$ cat config.mk
export PLATFORM = sky130hd
export DESIGN_NAME = io_port_sched
export DESIGN_NICKNAME = d
export VERILOG_FILES = /design/src/rtl/io_sched_pkg.sv /design/src/rtl/io_sfifo.sv /design/src/rtl/io_port_sched.sv
export SDC_FILE = /design/constraint.sdc
export NUM_CORES = 1
export LEC_CHECK = 0
export ABC_AREA = 1
export CAP_MARGIN = 40
export CORE_UTILIZATION = 40
export CTS_BUF_LIST = sky130_fd_sc_hd__clkbuf_4
export CTS_CLUSTER_DIAMETER = 80
export DETAILED_ROUTE_END_ITERATION = 7
export GPL_ROUTABILITY_DRIVEN = 0
export PLACE_DENSITY = 0.68
export SYNTH_ARGS = -nofsm -noshare
export SYNTH_HDL_FRONTEND = slang
export SYNTH_HIERARCHICAL = 1
export SYNTH_SLANG_ARGS = --single-unit
$ cat constraint.sdc
create_clock -name clk -period 4.8 [get_ports clk]
set_input_delay 0.48 -clock clk [delete_from_list [all_inputs] [get_ports clk]]
set_output_delay 0.48 -clock clk [all_outputs]
set_load 0.005 [all_outputs]
$ cat src/rtl/io_sched_pkg.sv
// Shared definitions for the I/O port scheduler: FSM encodings and a
// lowest-set-bit helper used to resolve the one-hot strobes.
package io_sched_pkg;

  typedef enum logic [1:0] {
    ST_FILL = 2'b00,
    ST_RUN  = 2'b01,
    ST_HALT = 2'b10
  } sched_state_e;

  // Index of the lowest set bit; 0 when no bit is set (callers gate on |v).
  function automatic int unsigned lsb_idx(input logic [31:0] v);
    lsb_idx = 32'd0;
    for (int i = 31; i >= 0; i--) begin
      if (v[i]) begin
        lsb_idx = i;
      end
    end
  endfunction

endpackage

$ cat src/rtl/io_sfifo.sv
// Small synchronous FIFO with first-word-fall-through head, occupancy count
// and asynchronous active-high reset that discards all buffered words.
module io_sfifo #(
  parameter int W  = 19,
  parameter int AW = 2
) (
  input  logic         clk_i,
  input  logic         rst_i,
  input  logic         push_i,
  input  logic         pop_i,
  input  logic [W-1:0] din_i,
  output logic [W-1:0] dout_o,
  output logic [AW:0]  count_o,
  output logic         full_o,
  output logic         empty_o
);

  localparam int DEPTH = 1 << AW;

  logic [W-1:0]  mem_q [DEPTH];
  logic [AW-1:0] wptr_q, wptr_d;
  logic [AW-1:0] rptr_q, rptr_d;
  logic [AW:0]   cnt_q, cnt_d;
  logic          do_push_s, do_pop_s;

  assign full_o    = (cnt_q == (AW+1)'(DEPTH));
  assign empty_o   = (cnt_q == '0);
  assign do_push_s = push_i & ~full_o;
  assign do_pop_s  = pop_i & ~empty_o;
  assign dout_o    = mem_q[rptr_q];
  assign count_o   = cnt_q;

  always_comb begin
    wptr_d = do_push_s ? wptr_q + AW'(1) : wptr_q;
    rptr_d = do_pop_s  ? rptr_q + AW'(1) : rptr_q;
    cnt_d  = cnt_q;
    case ({do_push_s, do_pop_s})
      2'b10:   cnt_d = cnt_q + (AW+1)'(1);
      2'b01:   cnt_d = cnt_q - (AW+1)'(1);
      default: cnt_d = cnt_q;
    endcase
  end

  always_ff @(posedge clk_i or posedge rst_i) begin
    if (rst_i) begin
      wptr_q <= '0;
      rptr_q <= '0;
      cnt_q  <= '0;
      for (int i = 0; i < DEPTH; i++) begin
        mem_q[i] <= '0;
      end
    end else begin
      wptr_q <= wptr_d;
      rptr_q <= rptr_d;
      cnt_q  <= cnt_d;
      if (do_push_s) begin
        mem_q[wptr_q] <= din_i;
      end
    end
  end

endmodule

$ cat src/rtl/io_port_sched.sv
// Port scheduler around the soft processor: buffers input streams, serves
// decoded reads, captures decoded writes and sequences processor reset.
module io_port_sched
  import io_sched_pkg::*;
#(
  parameter int NUIOIN   = 4,
  parameter int NUIOOU   = 4,
  parameter int NBIN     = 19,
  parameter int NBOUT    = 28,
  parameter int FDEPTH   = 2,
  parameter bit HALT_ERR = 1'b1
) (
  input  logic                     clk,
  input  logic                     rst,
  input  logic [NUIOIN*NBIN-1:0]   s_data,
  input  logic [NUIOIN-1:0]        s_valid,
  output logic [NUIOIN-1:0]        s_ready,
  input  logic [NUIOIN-1:0]        req_in,
  output logic [NBIN-1:0]          io_in,
  input  logic [NUIOOU-1:0]        out_en,
  input  logic [NBOUT-1:0]         io_out,
  output logic [NUIOOU*NBOUT-1:0]  m_data,
  output logic [NUIOOU-1:0]        m_valid,
  input  logic [NUIOOU-1:0]        m_ready,
  input  logic                     clr_err,
  output logic                     proc_rst,
  output logic [NUIOIN-1:0]        err_uf,
  output logic [NUIOOU-1:0]        err_ov,
  output logic [1:0]               state
);

  localparam int IW = (NUIOIN > 1) ? $clog2(NUIOIN) : 1;
  localparam int OW = (NUIOOU > 1) ? $clog2(NUIOOU) : 1;

  sched_state_e               state_q, state_d;
  logic                       proc_rst_q;
  logic                       rdy_en_q;
  logic [NUIOOU-1:0]          m_valid_q, m_valid_d;
  logic [NUIOOU*NBOUT-1:0]    m_data_q, m_data_d;
  logic [NUIOIN-1:0]          err_uf_q, err_uf_d;
  logic [NUIOOU-1:0]          err_ov_q, err_ov_d;

  logic [NBIN-1:0]            head_s [NUIOIN];
  logic [FDEPTH:0]            cnt_s  [NUIOIN];
  logic [NUIOIN-1:0]          full_s, empty_s, push_s, pop_s, uf_set_s;
  logic [NUIOOU-1:0]          ov_set_s;
  logic [IW-1:0]              in_sel_s;
  logic [OW-1:0]              out_sel_s;
  logic                       rd_any_s, wr_any_s, primed_s;

  // Strobes only act while the processor is out of reset.
  assign rd_any_s  = (|req_in) & ~proc_rst_q;
  assign wr_any_s  = (|out_en) & ~proc_rst_q;
  assign in_sel_s  = IW'(lsb_idx(32'(req_in)));
  assign out_sel_s = OW'(lsb_idx(32'(out_en)));

  assign s_ready = {NUIOIN{rdy_en_q}} & ~full_s;
  assign io_in   = (rd_any_s && !empty_s[in_sel_s]) ? head_s[in_sel_s] : '0;

  for (genvar i = 0; i < NUIOIN; i++) begin : g_fifo
    assign push_s[i] = s_valid[i] & s_ready[i];
    assign pop_s[i]  = rd_any_s & (in_sel_s == IW'(i)) & ~empty_s[i];
    io_sfifo #(.W(NBIN), .AW(FDEPTH)) u_fifo (
      .clk_i   (clk),
      .rst_i   (rst),
      .push_i  (push_s[i]),
      .pop_i   (pop_s[i]),
      .din_i   (s_data[i*NBIN +: NBIN]),
      .dout_o  (head_s[i]),
      .count_o (cnt_s[i]),
      .full_o  (full_s[i]),
      .empty_o (empty_s[i])
    );
  end

  always_comb begin
    primed_s = 1'b1;
    for (int i = 0; i < NUIOIN; i++) begin
      if (cnt_s[i] == '0) begin
        primed_s = 1'b0;
      end else begin
        primed_s = primed_s;
      end
    end
  end

  always_comb begin
    uf_set_s = '0;
    if (rd_any_s && empty_s[in_sel_s]) begin
      uf_set_s[in_sel_s] = 1'b1;
    end else begin
      uf_set_s = '0;
    end
  end

  // A capture into a still-unaccepted register is an overflow; ready clears first.
  always_comb begin
    m_valid_d = m_valid_q & ~m_ready;
    m_data_d  = m_data_q;
    ov_set_s  = '0;
    if (wr_any_s) begin
      m_valid_d[out_sel_s]                = 1'b1;
      m_data_d[out_sel_s*NBOUT +: NBOUT] = io_out;
      ov_set_s[out_sel_s]                 = m_valid_q[out_sel_s] & ~m_ready[out_sel_s];
    end else begin
      ov_set_s = '0;
    end
  end

  always_comb begin
    if (clr_err) begin
      err_uf_d = '0;
      err_ov_d = '0;
    end else begin
      err_uf_d = err_uf_q | uf_set_s;
      err_ov_d = err_ov_q | ov_set_s;
    end
  end

  always_comb begin
    state_d = state_q;
    case (state_q)
      ST_FILL: begin
        if (primed_s) state_d = ST_RUN;
        else          state_d = ST_FILL;
      end
      ST_RUN: begin
        if (HALT_ERR && ((|err_uf_q) || (|err_ov_q)) && !clr_err) state_d = ST_HALT;
        else                                                      state_d = ST_RUN;
      end
      ST_HALT: begin
        if (clr_err) state_d = ST_FILL;
        else         state_d = ST_HALT;
      end
      default: state_d = ST_FILL;
    endcase
  end

  always_ff @(posedge clk or posedge rst) begin
    if (rst) begin
      state_q    <= ST_FILL;
      proc_rst_q <= 1'b1;
    end else begin
      state_q    <= state_d;
      proc_rst_q <= (state_d != ST_RUN);
    end
  end

  always_ff @(posedge clk or posedge rst) begin
    if (rst) begin
      rdy_en_q  <= 1'b0;
      m_valid_q <= '0;
      m_data_q  <= '0;
      err_uf_q  <= '0;
      err_ov_q  <= '0;
    end else begin
      rdy_en_q  <= 1'b1;
      m_valid_q <= m_valid_d;
      m_data_q  <= m_data_d;
      err_uf_q  <= err_uf_d;
      err_ov_q  <= err_ov_d;
    end
  end

  assign m_valid  = m_valid_q;
  assign m_data   = m_data_q;
  assign err_uf   = err_uf_q;
  assign err_ov   = err_ov_q;
  assign proc_rst = proc_rst_q;
  assign state    = state_q;

endmodule

After elaboration in Yosys (flattened, before gate mapping)
Index checks and enable logic that the tools add are counted.

Add/sub/neg operators: 17. Multiply operators: 1. Order comparisons: 17. Equality and inequality tests: 18. Shift operators: 2. Mux-type cells: 64. Bitwise gates (word level): 50. Reductions and logical operators: 26.

Operators with widths (count): 76-bit bitwise mux (4); 19-bit two-way mux (15); 19-bit binary-select mux with 2-bit select (5); 19-bit demux with 2-bit select (4); 112-bit bitwise mux (1); 28-bit by 34-bit variable shift with 112-bit output (first input constant) (1); 28-bit by 34-bit indexed part select with 112-bit output (1); 7-bit negation with 34-bit output (1); 3-bit greater-or-equal comparator (second input constant) (9); 2-bit NOT with 3-bit output (9); 3-bit one-hot mux with 2 select lines (4); 1-bit bitwise AND (23); 2-bit two-way mux (10); 4-bit two-way mux (5); 2-bit by 1-bit adder with 2-bit output (second input constant) (8); 4-bit OR reduction (4); 2-bit == test (second input constant) (7); 3-bit by 1-bit adder with 3-bit output (second input constant) (4); 4-bit bitwise AND (3); 2-bit by 1-bit == test with 1-bit output (second input constant) (6); 3-bit == test (second input constant) (4); 3-bit logical NOT (4); 3-bit by 1-bit < comparator with 1-bit output (second input constant) (4); 4-bit OR (3); other kinds (16) (56).

Flip-flop bits (word level): 460. Word-level logic and storage cells: 230.

Longest topological paths before layout
Gate-level depths: netlist (run 1).

Depth in word-level cells: 12. Depth in mapped cells: 21. Mapped depth without buffers: 16.

Cells and area by module
Netlist (run 1), hierarchy kept.

By module, submodules not included: io_sfifo at g_fifo[2].u_fifo ... (instances 2, cells an instance 521, area an instance 4175.3 um2, seq. area each 2077.0 um2); io_port_sched (instances 1, cells an instance 1257, area an instance 8346.8 um2, seq. area each 3204.3 um2); io_sfifo at g_fifo[0].u_fifo ... (instances 2, cells an instance 521, area an instance 4171.5 um2, seq. area each 2077.0 um2).

Worst setup path after synthesis (run 1)
No wires, ideal clock.

Path kind: in2reg. Start point: in out_en[0]. End point: reg m_data_q[2] (netlist: m_data[2]). Arrival: 2.543 ns. Required time: 4.731 ns. Slack: 2.188 ns. Stages: 15. Path buffers: 6. Cells stage by stage: inv_2 > buf_6 > nand2_8 > nand2_4 > buf_4 > buf_2 > buf_2 > ha_1 > buf_2 > inv_2 > nand3_1 > nor2_1 > clkbuf_1 > nand3_1 > nand3_1.

Cells in the longest elaborated chain, start to end: 5. Elaborated cells between the ends (all ways): 8. Classes of those cells: add/sub: 1; mul: 1; shift: 2; mux: 2; bitwise: 1; reduce/logical: 1.

Ends and longest elaborated chain: start: declaration (line io_port_sched.sv:20) `input logic [NUIOOU-1:0] out_en,`; 2-bit two-way mux (line io_sched_pkg.sv:15) `if (v[i]) begin`; 2-bit by 3-bit multiplier with 5-bit output (line io_port_sched.sv:103) `m_data_d[out_sel_s*NBOUT +: NBOUT] = io_out;`; 7-bit negation with 34-bit output (line io_port_sched.sv:103); 28-bit by 34-bit indexed part select with 112-bit output or 28-bit by 34-bit variable shift with 112-bit output (tied branches) (line io_port_sched.sv:103); 112-bit bitwise mux (line io_port_sched.sv:103); end signal: assignment (line io_port_sched.sv:159) `m_data_q <= m_data_d;`; end: declaration (line io_port_sched.sv:39) `logic [NUIOOU*NBOUT-1:0] m_data_q, m_data_d;`.

Parallel ways exist; a longest one is shown, timed or not. A chain may end at the register's enable or synchronous reset.

==> results of run 1 <==
## synthesized netlist by cell type (all sizes together)
| library cell | instances |
|---|---|
| a21o | 3 |
| a21oi | 55 |
| a22o | 9 |
| buf | 187 |
| clkbuf | 67 |
| clkinv | 1 |
| conb | 1 |
| dfrtp | 459 |
| dfstp | 1 |
| fa | 4 |
| ha | 24 |
| inv | 130 |
| nand2 | 1231 |
| nand3 | 210 |
| nand4 | 333 |
| nor2 | 289 |
| nor3 | 13 |
| nor3b | 4 |
| nor4 | 2 |
| o211ai | 12 |
| o21a | 4 |
| o21ai | 294 |
| o31ai | 3 |
| xnor2 | 5 |
## metal layers
layer  wire length, um  global-route usage [%]
met1             35700                    36.0
met2             39800                    42.0
met3              7520                    5.99
met4              3800                    13.4
met5                43                       0
## power groups by stage
stage	logic, mW	clock network (mW)	registers, mW
after floorplan	4.57	0	6.15
after global placement	6.94	0	6.37
after detailed placement	7.21	0	6.39
after CTS	7.23	3.72	6.35
after global routing	8.00	3.93	6.54
final	7.27	3.62	6.37
## registers in the layout (all words and copies together), names as in the netlist
signal and cells:
m_valid 4, g_fifo.u_fifo/rptr_q 8, m_data 112, g_fifo.u_fifo/count_o 12
state 2, g_fifo.u_fifo/wptr_q 8, rdy_en_q 1, err_uf 4
err_ov 4, proc_rst 1, g_fifo.u_fifo/mem_q 304
## per-stage QoR
| step | worst slack [ps] | util (%) | hold slack, ps |
|---|---|---|---|
| finish | 426 | 48.3 | 107 |
| global route | 259 | 48.2 | 49.6 |
| CTS | 382 | 48.2 | 11.2 |
| detailed placement | 974 | 45.6 | 453 |
| global placement | 908 | 45.2 | 447 |
| floorplan | 909 | - | 437 |
## layout make-up
type / instances / area share, %
Inverter: 131 / 1.69
Multi-Input combinational cell: 2496 / 39.2
Tap cell: 837 / 3.51
Timing Repair Buffer: 348 / 11.6
Antenna cell: 5 / 0.0419
Clock inverter: 32 / 0.604
Clock buffer: 190 / 4.78
Sequential cell: 460 / 38.6
## path summary, 6_finish.rpt
kind / start / slack, ps / depth (start not counted) / end
hold reg to reg: g_fifo[0].u_fifo/mem_q[39] / 460 / 2 / g_fifo[0].u_fifo/mem_q[39]
setup reg to reg: g_fifo[2].u_fifo/count_o[0] / 1770 / 9 / g_fifo[2].u_fifo/mem_q[56]
max in group asynchronous: rst / 3320 / 3 / g_fifo[3].u_fifo/mem_q[37]
min in group asynchronous: rst / 220 / 2 / g_fifo[1].u_fifo/mem_q[74]
setup / recovery: g_fifo[2].u_fifo/rptr_q[0] / 430 / 8 / io_in[0]
hold / removal: m_ready[3] / 110 / 2 / m_valid[3]
## cells by family (layout without fill, tap and decap cells)
group                      after synthesis  count (layout)
AOI/OAI and AO/OA                      380             380
DFF                                    460             460
buffers and inverters                  385             701
other                                    1               6
adders and majority gates               28              28
xor gates and xnor gates                 5               5
and+or+nand+nor                       2082            2082
==> run_results.csv, run 1 <==
group,metric,value,unit
routing,avgViaCountPerCell,5.53,
yosys,ys_top_cells_by_area,"dfrtp_1 46%, nand2_1 18%, nand4_1 8.3%, o21ai_0 5.1%, nor2_1 4.2%",
place,placed_cells,4272,
yosys,yosys_warnings,6,
critical_path,critical_path_buf_inv_count,3,
yosys,synthSimpleGateAreaFrac,36.8,%
floorplan,start_util,40.5,%
pwr,intPower,9.78,mW
critical_path,start_kind,"flop",
critical_path,path_cells,"inv_1 -> buf_4 -> o21ai_0 -> o21ai_0 -> a22o_1 -> a21oi_1 -> a21oi_1 -> clkdlybuf4s50_1",
pwr,ir_drop,0.000308,V
timing,slew_violations,0,
clocking,clk_pin_slew,60,ps
pwr,combinationalPowerShare,42.1,%
routing,drt-total-wl,86.8,mm
place,io_buffers,272,
routing,wire_per_inst,19.3,um
pwr,power_frac_clock,21.0,%
critical_path,slowest_stage,"clkdlybuf4s50_1",
timing,rsz0062_at_grt,"false",
critical_path,critPathMaxFanout,22,
clocking,cts_root_buf,"clkbuf_4",
layout,final_cells,4499,
floorplan,die_area,0.0636,sq mm
timing,max_clock_freq,229,MHz
yosys,synth_xor_area_share,0.250,%
routing,drt_iter0_markers,2736,
global_routing,overflow,0,
clocking,insertion_delay,1010,ps
global_routing,grt_pass1_vias,23000,
pwr,powerDensity,578,mW/mm^2
timing,period_needed,4370,ps
routing,antenna_left,0,
floorplan,num_rows,91,
routing,drt-pass1-iter-count,6,
yosys,synth_area,0.0250,sq mm
floorplan,die-height,252,um
yosys,syn_inst,3341,
global_routing,grt_pass1_wl,134,mm
yosys,yosys.area.top_type,"dfrtp_1",
yosys,synth_top_family_by_area,"simple AND/OR/NAND/NOR gates",
clocking,numCtsBuffers,134,
global_routing,grtUsageTotal,27.2,%
yosys,syn_nets,3492,
critical_path,crit_family,"buffers and inverters",
yosys,synthAdderAreaFrac,1.52,%
layout,n_fill_cell,6083,
layout,final_cell_mix,"1212 x nand2_1, 459 x dfrtp_1, 333 x nand4_1",
clocking,htreeDepth,4,
floorplan,die_w,252,um
global_routing,antenna_found_initial,6,
clocking,cts_resized,0,
place,place_hpwl,58.2,mm
job,maxCapViolations,0,
floorplan,core_area,0.0618,sq mm
layout,layout.nets,3722,
timing,worst_slew_pin_slew,955,ps
critical_path,cp.arrival,3890,ps
timing,slew_headroom,36.3,%
layout,fin_area,0.0298,sq mm
yosys,synthMuxAreaShare,0,%
clocking,postCtsSetupBuffers,0,
hold_path,worstHoldPathType,"in -> reg",
yosys,avgSynthCellArea,7.49,sq um
clocking,cts.sinks,460,
layout,multiInputGateArea,0.0117,sq mm
clocking,cts_tree,"done",
yosys,synth_compound_area_share,8.03,%
run_status,outcome,"finished clean",
pwr,total_leakage_power,14.9,nW
timing,finClkSkew,68.6,ps
timing,finalSetupTns,0,ps
pwr,p_sw_share,43.3,%
pwr,totalPowerFinal,17.3,mW
pwr,seqPwrFrac,36.9,%
critical_path,critPathKind,"reg -> out",
layout,drive_gt1_share,9.68,%
yosys,synth-seq-cells,460,
layout,layout_commonest_cell,"nand2_1",
timing,period_share,91.1,%
timing,setup_viol,0,
critical_path,worstPathRequired,4320,ps
layout,synthToLayoutAreaGrowth,19.1,%
critical_path,worst_setup_path_end_kind,"output pin",
clocking,ctsHoldBuffers,0,
layout,seq_area,0.0115,sq mm
floorplan,io_pins,273,
routing,drc,0,
pwr,p_switching,7.47,mW
clocking,ctsLongestPathBuffers,3,
yosys,synthDistinctLibCells,44,
timing,hold_viol,0,
yosys,synth.top_cell.area_share,45.9,%
place,place_area,0.0282,sq mm
global_routing,grt_max_degree,84,
routing,vias,24900,
yosys,ys_seq_area_share,46.0,%
critical_path,slowest_delay,580,ps
(Power assumes the default switching activity.)
==> run 2, diff against run 1 <==
==> constraint.sdc (replaced) <==
create_clock -name clk -period 4.8 [get_ports clk]
set_input_delay 0.72 -clock clk [delete_from_list [all_inputs] [get_ports clk]]
set_output_delay 0.72 -clock clk [all_outputs]
set_load 0.005 [all_outputs]
==> run_results.csv, run 2 (synthesized netlist as in run 1, its figures left out) <==
group,metric,value,unit
global_routing,antenna_found_initial,5,
layout,layout_commonest_cell,"nand2_1",
layout,final_cells,4520,
routing,antenna_left,0,
critical_path,slowest_stage,"inv_1",
clocking,cts_root_buf,"clkbuf_4",
critical_path,slowest_delay,660,ps
clocking,cts_tree,"done",
pwr,ir_drop,0.000286,V
routing,drt-pass1-iter-count,6,
pwr,totalPowerFinal,17.7,mW
critical_path,cp.arrival,3820,ps
clocking,postCtsSetupBuffers,0,
critical_path,worst_setup_path_end_kind,"output pin",
clocking,numCtsBuffers,131,
critical_path,timing.rr.start,"g_fifo[0].u_fifo/count_o[0]",
clocking,ctsHoldBuffers,0,
layout,final_cell_mix,"1212 x nand2_1, 459 x dfrtp_1, 333 x nand4_1",
floorplan,die_area,0.0636,sq mm
clocking,htreeDepth,4,
layout,largest_reg_flops,304,
routing,wire_per_inst,19.3,um
place,io_buffers,272,
hold_path,whs_endpoint,"m_valid[1]",
timing,setup_viol,0,
critical_path,start_kind,"flop",
critical_path,critical_path_buf_inv_count,2,
floorplan,die_w,252,um
timing,period_share,94.7,%
layout,layout.nets,3730,
clocking,ctsLongestPathBuffers,3,
critical_path,rr_worst_depth,10,
critical_path,worstPathRequired,4080,ps
global_routing,grtUsageTotal,27.3,%
routing,drt_iter0_markers,2633,
routing,vias,24900,
layout,drive_gt1_share,10.1,%
layout,top_register,"g_fifo.u_fifo/mem_q",
routing,drt-total-wl,87.2,mm
place,placed_cells,4283,
pwr,total_leakage_power,15.0,nW
hold_path,min_from,"m_ready[1]",
global_routing,grt_max_degree,87,
timing,holdWs,334,ps
critical_path,rr_endpoint,"g_fifo[0].u_fifo/count_o[1]",
place,place_hpwl,57.9,mm
routing,avgViaCountPerCell,5.50,
critical_path,path_common_cell,"o21ai_0",
clocking,insertion_delay,1010,ps
timing,max_clock_freq,220,MHz
timing,hold_viol,0,
critical_path,critPathMaxFanout,26,
timing,worst_slew_pin_slew,921,ps
layout,synthToLayoutAreaGrowth,19.9,%
timing,finClkSkew,45.3,ps
critical_path,reg2reg_slack,1820,ps
timing,period_needed,4540,ps
floorplan,die-height,252,um
clocking,clk_pin_slew,60,ps
floorplan,core_area,0.0618,sq mm
pwr,powerDensity,589,mW/mm^2
global_routing,grt_pass1_vias,23200,
floorplan,num_rows,91,
hold_path,worstHoldPathType,"in -> reg",
global_routing,overflow,0,
timing,slew_violations,0,
job,maxCapViolations,0,
clocking,cts.sinks,460,
timing,slew_headroom,38.6,%
critical_path,path_cells,"inv_1 -> o21ai_0 -> o21ai_0 -> nand2_1 -> a21oi_1 -> clkdlybuf4s50_1",
hold_path,holdPathStages,2,
clocking,cts_resized,0,
floorplan,start_util,40.5,%
layout,fin_util,48.5,%
routing,drc,0,
critical_path,crit_family,"buffers and inverters",
global_routing,grt_pass1_wl,134,mm
floorplan,io_pins,273,
critical_path,critPathKind,"reg -> out",
run_status,outcome,"finished clean",
layout,n_fill_cell,6138,
run 2: changes by cell type in the layout (fill, tap and decap cells not counted), sizes merged:
cell,previous run,this run
buf,76,86
clkbuf,190,198
diode,5,10
bufinv,1,4
clkinv,28,26
clkinvlp,4,2
inv,130,128
clkdlybuf4s15,0,1
run 2: worst max-delay path by stage:
stage / from / end / slack [ps] / cells after the start
finish: g_fifo[0].u_fifo/rptr_q[1] / io_in[5] / 260 / 6
global route: g_fifo[0].u_fifo/rptr_q[1] / io_in[13] / -20 / 11
CTS: g_fifo[0].u_fifo/rptr_q[1] / io_in[5] / 240 / 6
detailed placement: req_in[1] / io_in[5] / 720 / 11
global placement: req_in[2] / io_in[13] / 750 / 12
floorplan: rst / err_ov[0] / 670 / 1
run 2: worst register-to-register path: stages, from the launching register on:
cell	delay [ps]
dfrtp_1	420
nor2_2	80
nand2_2	510
inv_1	170
nor3b_2	210
buf_4	420
nand2_2	170
ha_1	270
inv_1	90
fa_1	410
o21ai_0	160
run 2: power by group:
part           switching, mW  total, mW  internal, mW
Combinational           4.88       7.47          2.60
Sequential             0.912       6.34          5.43
Clock                   1.76       3.85          2.09
Total                   7.55       17.7          10.1
run 2: area by class of cell:
class,instances,area [sq um],area share (%)
tap,837,1050,3.49
sequential,460,11500,38.4
multi-input combinational,2496,11700,39.0
clock inverter,29,243,0.809
antenna,10,25.0,0.0834
clock buffer,198,1490,4.95
timing repair buffer,359,3510,11.7
inverter,131,503,1.68
run 2: metrics by stage:
step	setup slack (ps)	area [sq um]	setup TNS [ps]
4_1_cts	235	30000	0
6_report	255	30000	0
3_5_place_dp	721	28300	0
2_1_floorplan	669	25000	0
3_3_place_gp	745	28000	0
5_1_grt	-23.9	30000	-23.9
run 2: layer usage:
metal	up-vias	GRT usage (%)	wire (um)
li1	11700	-	-
met1	11800	35.5	35900
met2	1186	43.1	40300
met3	234	5.63	7190
met4	4	13.4	3750
met5	-	0	18
